<file path="src/rtl/if_stage.sv">
// Instruction-fetch stage: owns the PC, drives the combinational instruction
// ROM and registers the fetched word into IF/ID. Handles stall, branch/jump
// redirect (including one that arrives while stalled) and exception flush.
// Optional feature: define MIPS_DELAY_SLOT_EN to keep the instruction fetched
// on a redirect edge as the architectural delay slot. When it is undefined,
// that instruction is squashed.
module if_stage #(
    parameter int unsigned     ADDR_W   = 32,
    parameter int unsigned     DATA_W   = 32,
    parameter logic [ADDR_W-1:0] RESET_PC = '0
) (
    input  logic              clk,
    input  logic              rst_n,
    output logic [ADDR_W-1:0] rom_addr_out,
    output logic              rom_enable,
    input  logic [DATA_W-1:0] rom_data_in,
    input  logic              stall,
    input  logic              flush,
    input  logic [ADDR_W-1:0] flush_pc,
    input  logic              branch_taken,
    input  logic [ADDR_W-1:0] branch_target,
    output logic [ADDR_W-1:0] id_pc,
    output logic [DATA_W-1:0] id_inst,
    output logic              id_valid
);

    logic [ADDR_W-1:0] pc_q, pc_d;
    logic              ce_q, ce_d;
    logic              pend_valid_q, pend_valid_d;
    logic [ADDR_W-1:0] pend_target_q, pend_target_d;
    logic [ADDR_W-1:0] id_pc_q, id_pc_d;
    logic [DATA_W-1:0] id_inst_q, id_inst_d;
    logic              id_valid_q, id_valid_d;

    // Instruction addresses are word aligned: clear the two low bits.
    function automatic logic [ADDR_W-1:0] align(input logic [ADDR_W-1:0] a);
        align = {a[ADDR_W-1:2], 2'b00};
    endfunction

    // Next-state selection: flush > stall > redirect > sequential fetch.
    always_comb begin
        pc_d          = pc_q;
        ce_d          = 1'b1;
        pend_valid_d  = pend_valid_q;
        pend_target_d = pend_target_q;
        id_pc_d       = id_pc_q;
        id_inst_d     = id_inst_q;
        id_valid_d    = id_valid_q;

        if (ce_q) begin
            if (flush) begin
                pc_d         = align(flush_pc);
                pend_valid_d = 1'b0;
                id_valid_d   = 1'b0;
                id_inst_d    = '0;
            end else if (stall) begin
                if (branch_taken) begin
                    pend_valid_d  = 1'b1;
                    pend_target_d = branch_target;
                end
            end else if (branch_taken || pend_valid_q) begin
                // A fresh branch outranks an older pending target.
                pc_d         = align(branch_taken ? branch_target : pend_target_q);
                pend_valid_d = 1'b0;
                id_pc_d      = pc_q;
`ifdef MIPS_DELAY_SLOT_EN
                id_inst_d    = rom_data_in;
                id_valid_d   = 1'b1;
`else
                id_inst_d    = '0;
                id_valid_d   = 1'b0;
`endif
            end else begin
                pc_d       = pc_q + ADDR_W'(4);
                id_pc_d    = pc_q;
                id_inst_d  = rom_data_in;
                id_valid_d = 1'b1;
            end
        end
    end

    // State registers with asynchronous active-low reset.
    always_ff @(posedge clk or negedge rst_n) begin
        if (!rst_n) begin
            pc_q          <= RESET_PC;
            ce_q          <= 1'b0;
            pend_valid_q  <= 1'b0;
            pend_target_q <= '0;
            id_pc_q       <= '0;
            id_inst_q     <= '0;
            id_valid_q    <= 1'b0;
        end else begin
            pc_q          <= pc_d;
            ce_q          <= ce_d;
            pend_valid_q  <= pend_valid_d;
            pend_target_q <= pend_target_d;
            id_pc_q       <= id_pc_d;
            id_inst_q     <= id_inst_d;
            id_valid_q    <= id_valid_d;
        end
    end

    assign rom_addr_out = pc_q;
    assign rom_enable   = ce_q;
    assign id_pc        = id_pc_q;
    assign id_inst      = id_inst_q;
    assign id_valid     = id_valid_q;

endmodule

</file>
<file path="config.mk">
export PLATFORM = sky130hd
export DESIGN_NAME = if_stage
export DESIGN_NICKNAME = d
export VERILOG_FILES = /design/src/rtl/if_stage.sv
export SDC_FILE = /design/constraint.sdc
export NUM_CORES = 1
export LEC_CHECK = 0
export ABC_AREA = 1
export ABC_CLOCK_PERIOD_IN_PS = 1500
export BUFFER_PORTS_ARGS = -buffer_cell sky130_fd_sc_hd__buf_4
export CORE_ASPECT_RATIO = 1.4
export CORE_MARGIN = 2
export CORE_UTILIZATION = 48
export CTS_BUF_LIST = sky130_fd_sc_hd__clkbuf_4 sky130_fd_sc_hd__clkbuf_8
export CTS_CLUSTER_DIAMETER = 40
export DETAILED_ROUTE_END_ITERATION = 10
export PLACE_DENSITY = 0.79
export SKIP_CTS_REPAIR_TIMING = 1
export SKIP_LAST_GASP = 1
export SLEW_MARGIN = 20
export SYNTH_ARGS = -nofsm -noshare
export SYNTH_HDL_FRONTEND = slang
export SYNTH_SLANG_ARGS = --single-unit
</file>
<file path="constraint.sdc">
create_clock -name clk -period 1.5 [get_ports clk]
set_clock_uncertainty 0.2 [all_clocks]
set_input_delay 0 -clock clk [delete_from_list [all_inputs] [get_ports clk]]
set_output_delay 0 -clock clk [all_outputs]
set_load 0.01 [all_outputs]
</file>
### After elaboration in Yosys (flattened, before gate mapping)

Index checks and enable logic that the tools add are counted.

* add/subtract/negate cells: 1
* equality and inequality tests: 2
* multiplexer cells: 14
* bitwise logic cells: 2
* reductions and logical operators: 7

Operators with widths (count)
* 32-bit 2-to-1 mux: 7
* 32-bit by 3-bit adder with 32-bit output (second input constant): 1
* 3-bit AND reduction: 3
* 1-bit 2-to-1 mux: 7
* 4-bit AND reduction: 1
* 3-bit by 1-bit inequality test with 1-bit output (second input constant): 1
* 3-bit nonzero test: 1
* 2-bit by 1-bit inequality test with 1-bit output (second input constant): 1
* 1-bit NOT: 2
* 2-bit AND reduction: 1
* 1-bit logical OR: 1

* register bits after elaboration: 131
* output and inout bits: 98
* logic and storage cells: 34

### Logic depth before layout (Yosys ltp)

* word-level depth: 4
* depth in mapped cells: 10
* gate-level depth less buffers: 10

### Worst setup path before layout

Ideal clock, no wire load.

* kind: flip-flop to flip-flop
* start: register pc_q[3], in the netlist rom_addr_out[3]
* end: register pc_q[26], in the netlist rom_addr_out[26]
* setup time: 0.122 ns
* arrival time: 1.397 ns
* data required time: 1.178 ns
* setup slack: -0.219 ns
* cell stages (with the launch flop): 11
* buffers on the path: 0
* clock period less this slack: 1.719 ns
* cell sequence: dfrtp_1 ha_1 nand2_2 nor2_4 nand2_2 nor2_4 nand2_1 nand2_1 nand3_1 nand2_1 a21oi_1

* cells in the longest elaborated chain, start to end: 4

Ends and longest elaborated chain
* from (decl): line 27 `logic [ADDR_W-1:0] pc_q, pc_d;`
* from (signal assigned): line 93 `pc_q <= pc_d;`
* 32-bit by 3-bit adder with 32-bit output: line 74 `pc_d = pc_q + ADDR_W'(4);`
* 32-bit 2-to-1 mux: line 61 `end else if (branch_taken || pend_valid_q) begin`
* 32-bit 2-to-1 mux: line 56 `end else if (stall) begin`
* 32-bit 2-to-1 mux: line 51 `if (flush) begin`

No other way between the ends. The select of a mux whose other input is x is not followed.
A chain may end at the register's enable or synchronous reset.

### Worst setup path after layout

* start: register pc_q[2], in the netlist rom_addr_out[2]
* end: register pc_q[22], in the netlist rom_addr_out[22]

Same word-level chain as after synthesis.

==> impl_metrics.toml <==
[synth]
synth-seq-area-share = 0.489
synth_area_per_cell_sq_um = 7.91
yosysUniqueCellTypes = 31
yosys_warnings = 0
syn_inst = 808
synth_seq_cells = 125
syn-cell-area_sq_um = 6390

[finish]
utilization = 0.788
area_growth_pct = 59.5
drive_gt1_frac = 0.310
nets = 1259

[clocking]
clock_sinks = 125
htree_levels = 4
cts_buffers = 17
cts_tree = "built"
clockBufferDepth = 2
root_buffer = "clkbuf_8"
clk_transition_reported_paths_ps = 80
clk_latency_ps = 460

[grt]
grt_pass1_wl_mm = 30.8
grt_max_degree = 75
grt_overflow_total = 0
grt_usage = 0.279
antenna_found_initial = 1
grt_pass1_vias = 6052

[die]
die_area_sq_um = 14300
die_x_microns = 102
core_sq_um = 12900
io_pins = 199
initial_core_util = 0.494
rows = 49
die_y_microns = 141

[route]
drcViolationCount = 0
wirelength_mm = 24.2
vias = 7295
via_per_inst = 5.41
wire_per_inst_microns = 17.9
drtAntennaViolNets = 0
drtPass1Iterations = 5
first_iter_violations = 739

[power]
combPwrFrac = 0.320
sw_frac_of_total = 0.334
seqPwrFrac = 0.399
ir_drop_uv = 615
power_frac_clock = 0.281
switchingPower_mw = 3.50
leakage_nw = 5.05
p_per_area_nw_per_um2 = 1030
intPower_mw = 6.96

[timing]
fin_ws_ps = -336
whs_ps = -58.8
hold_violations = 8
setup_viol = 32
grt_setup_unrepaired = "yes"
fmax_mhz = 545
drv_slew = 0
period_needed_ps = 1840
setup_tns_ps = -5170
fin_crit_sh = 1.22

[worst_setup_path]
cp.arrival_ps = 1980
critPathKind = "reg2reg"
critical_path_required_ps = 1650
startpoint_type = "flop"
cp_max_fo = 6
cp-end-kind = "flop"

[placed_design]
gp_congestion = 0.910
port_buffers = 190
hpwl_mm = 14.4

[outcome]
violations = "negative hold slack, negative setup slack"
status = "finished with violations"

[run]
maxCapViolCount = 0

[worst_hold_path]
hold_path.class = "in2reg"
## layer usage
layer,vias up,GRT usage,routed length [microns]
li1,3355,-,-
met2,392,0.435,12100
met1,3446,0.383,9050
met4,0,0.129,1350
met3,102,0.0402,1640
met5,-,0,0
## registers in the layout, summed over array words and instances (netlist names)
register and count:
id_inst 32, id_pc 30, pend_target_q 30, rom_addr_out 30, id_valid 1, pend_valid_q 1
rom_enable 1
## final timing paths
path | to | cells past startpoint | slack [ps] | from
setup / recovery | rom_addr_out[22]$_DFFE_PN0P_ | 10 | -340 | rom_addr_out[2]$_DFFE_PN0P_
hold / removal | pend_target_q[10]$_DFFE_PN0P_ | 5 | -60 | branch_taken
setup reg to reg | rom_addr_out[22]$_DFFE_PN0P_ | 10 | -340 | rom_addr_out[2]$_DFFE_PN0P_
hold reg to reg | id_pc[8]$_DFFE_PN0P_ | 2 | 290 | id_pc[8]$_DFFE_PN0P_
max in group asynchronous | rom_addr_out[11]$_DFFE_PN0P_ | 4 | 250 | rst_n
min in group asynchronous | pend_target_q[5]$_DFFE_PN0P_ | 3 | 230 | rst_n
## Yosys cell counts (all sizes together)
| library cell | number | area share |
|---|---|---|
| xor2 | 3 | 0.0041 |
| a22oi | 6 | 0.0070 |
| nand2 | 204 | 0.12 |
| dfrtp | 125 | 0.49 |
| nand3 | 33 | 0.026 |
| conb | 2 | 0.0012 |
| and3 | 1 | 0.00098 |
| a32o | 32 | 0.050 |
| ha | 1 | 0.0020 |
| a21oi | 50 | 0.039 |
| o211ai | 4 | 0.0047 |
| o22ai | 2 | 0.0020 |
| buf | 26 | 0.024 |
| and2 | 1 | 0.00098 |
| nor3 | 2 | 0.0033 |
| inv | 89 | 0.052 |
| nor2 | 74 | 0.052 |
| o21bai | 7 | 0.0082 |
| xnor2 | 1 | 0.0014 |
| clkbuf | 24 | 0.014 |
| mux2i | 1 | 0.0016 |
| o21ai | 120 | 0.094 |
## cell type report
type	count	area [sq um]
Clock buffer	22	303
Sequential cell	125	3130
Fill cell	814	2740
Tap cell	178	223
Multi-Input combinational cell	548	2840
Inverter	89	334
Antenna cell	1	2.50
Clock inverter	9	86.3
Timing Repair Buffer	376	3280
## kinds of logic (layout without fill, tap and decap cells)
kind of cell,Yosys count,after routing,share of synthesized area
and+or+nand+nor,315,316,0.205
DFF,125,125,0.489
buffers and inverters,139,496,0.0904
other,2,6,0.00117
xor gates and xnor gates,4,4,0.00548
muxes,1,1,0.00157
adders and majority gates,1,1,0.00196
AOI/OAI and AO/OA,221,221,0.205
## power by group through the flow
stage | logic [mW] | clock network, mW | registers (mW)
2_1_floorplan | 1.11 | 0 | 4.37
3_3_place_gp | 2.82 | 0 | 4.19
3_5_place_dp | 2.87 | 0 | 4.20
4_1_cts | 2.89 | 2.93 | 4.14
5_1_grt | 3.62 | 3.08 | 4.22
6_report | 3.35 | 2.94 | 4.17
## stage by stage
stage	instance area [sq um]	std cells	hold WS [ps]	power (mW)	worst slack [ps]
5_1_grt	10200	1348	8.67	10.9	-372
3_3_place_gp	8530	1207	-394	7.01	-150
2_1_floorplan	6430	811	-496	5.48	-186
4_1_cts	8910	1238	-872	9.96	-221
6_report	10200	1348	-58.8	10.5	-336
3_5_place_dp	8530	1207	-394	7.08	-218
## worst max-delay path: stages, from the launching register on
cell and delay (ps):
dfrtp_1 390, ha_4 160, nand2_4 50, nor2_4 210, nand2_4 110, nor2_4 180
nand2_1 90, nand2_1 100, nand3_1 90, nand2_1 90, a21oi_1 70
## cells in the final DEF, fill, tap and decap left out, drive strengths merged, types with 2 or more instances in the layout
cell / instances
o22ai: 2
inv: 89
nor3: 2
nand3: 33
nor2: 75
a22oi: 6
o211ai: 4
clkbuf: 26
buf: 273
xor2: 3
conb: 5
a32o: 32
o21ai: 120
clkinvlp: 5
o21bai: 7
dlygate4sd3: 99
nand2: 204
clkinv: 3
dfrtp: 125
a21oi: 50
(Power assumes the default switching activity.)
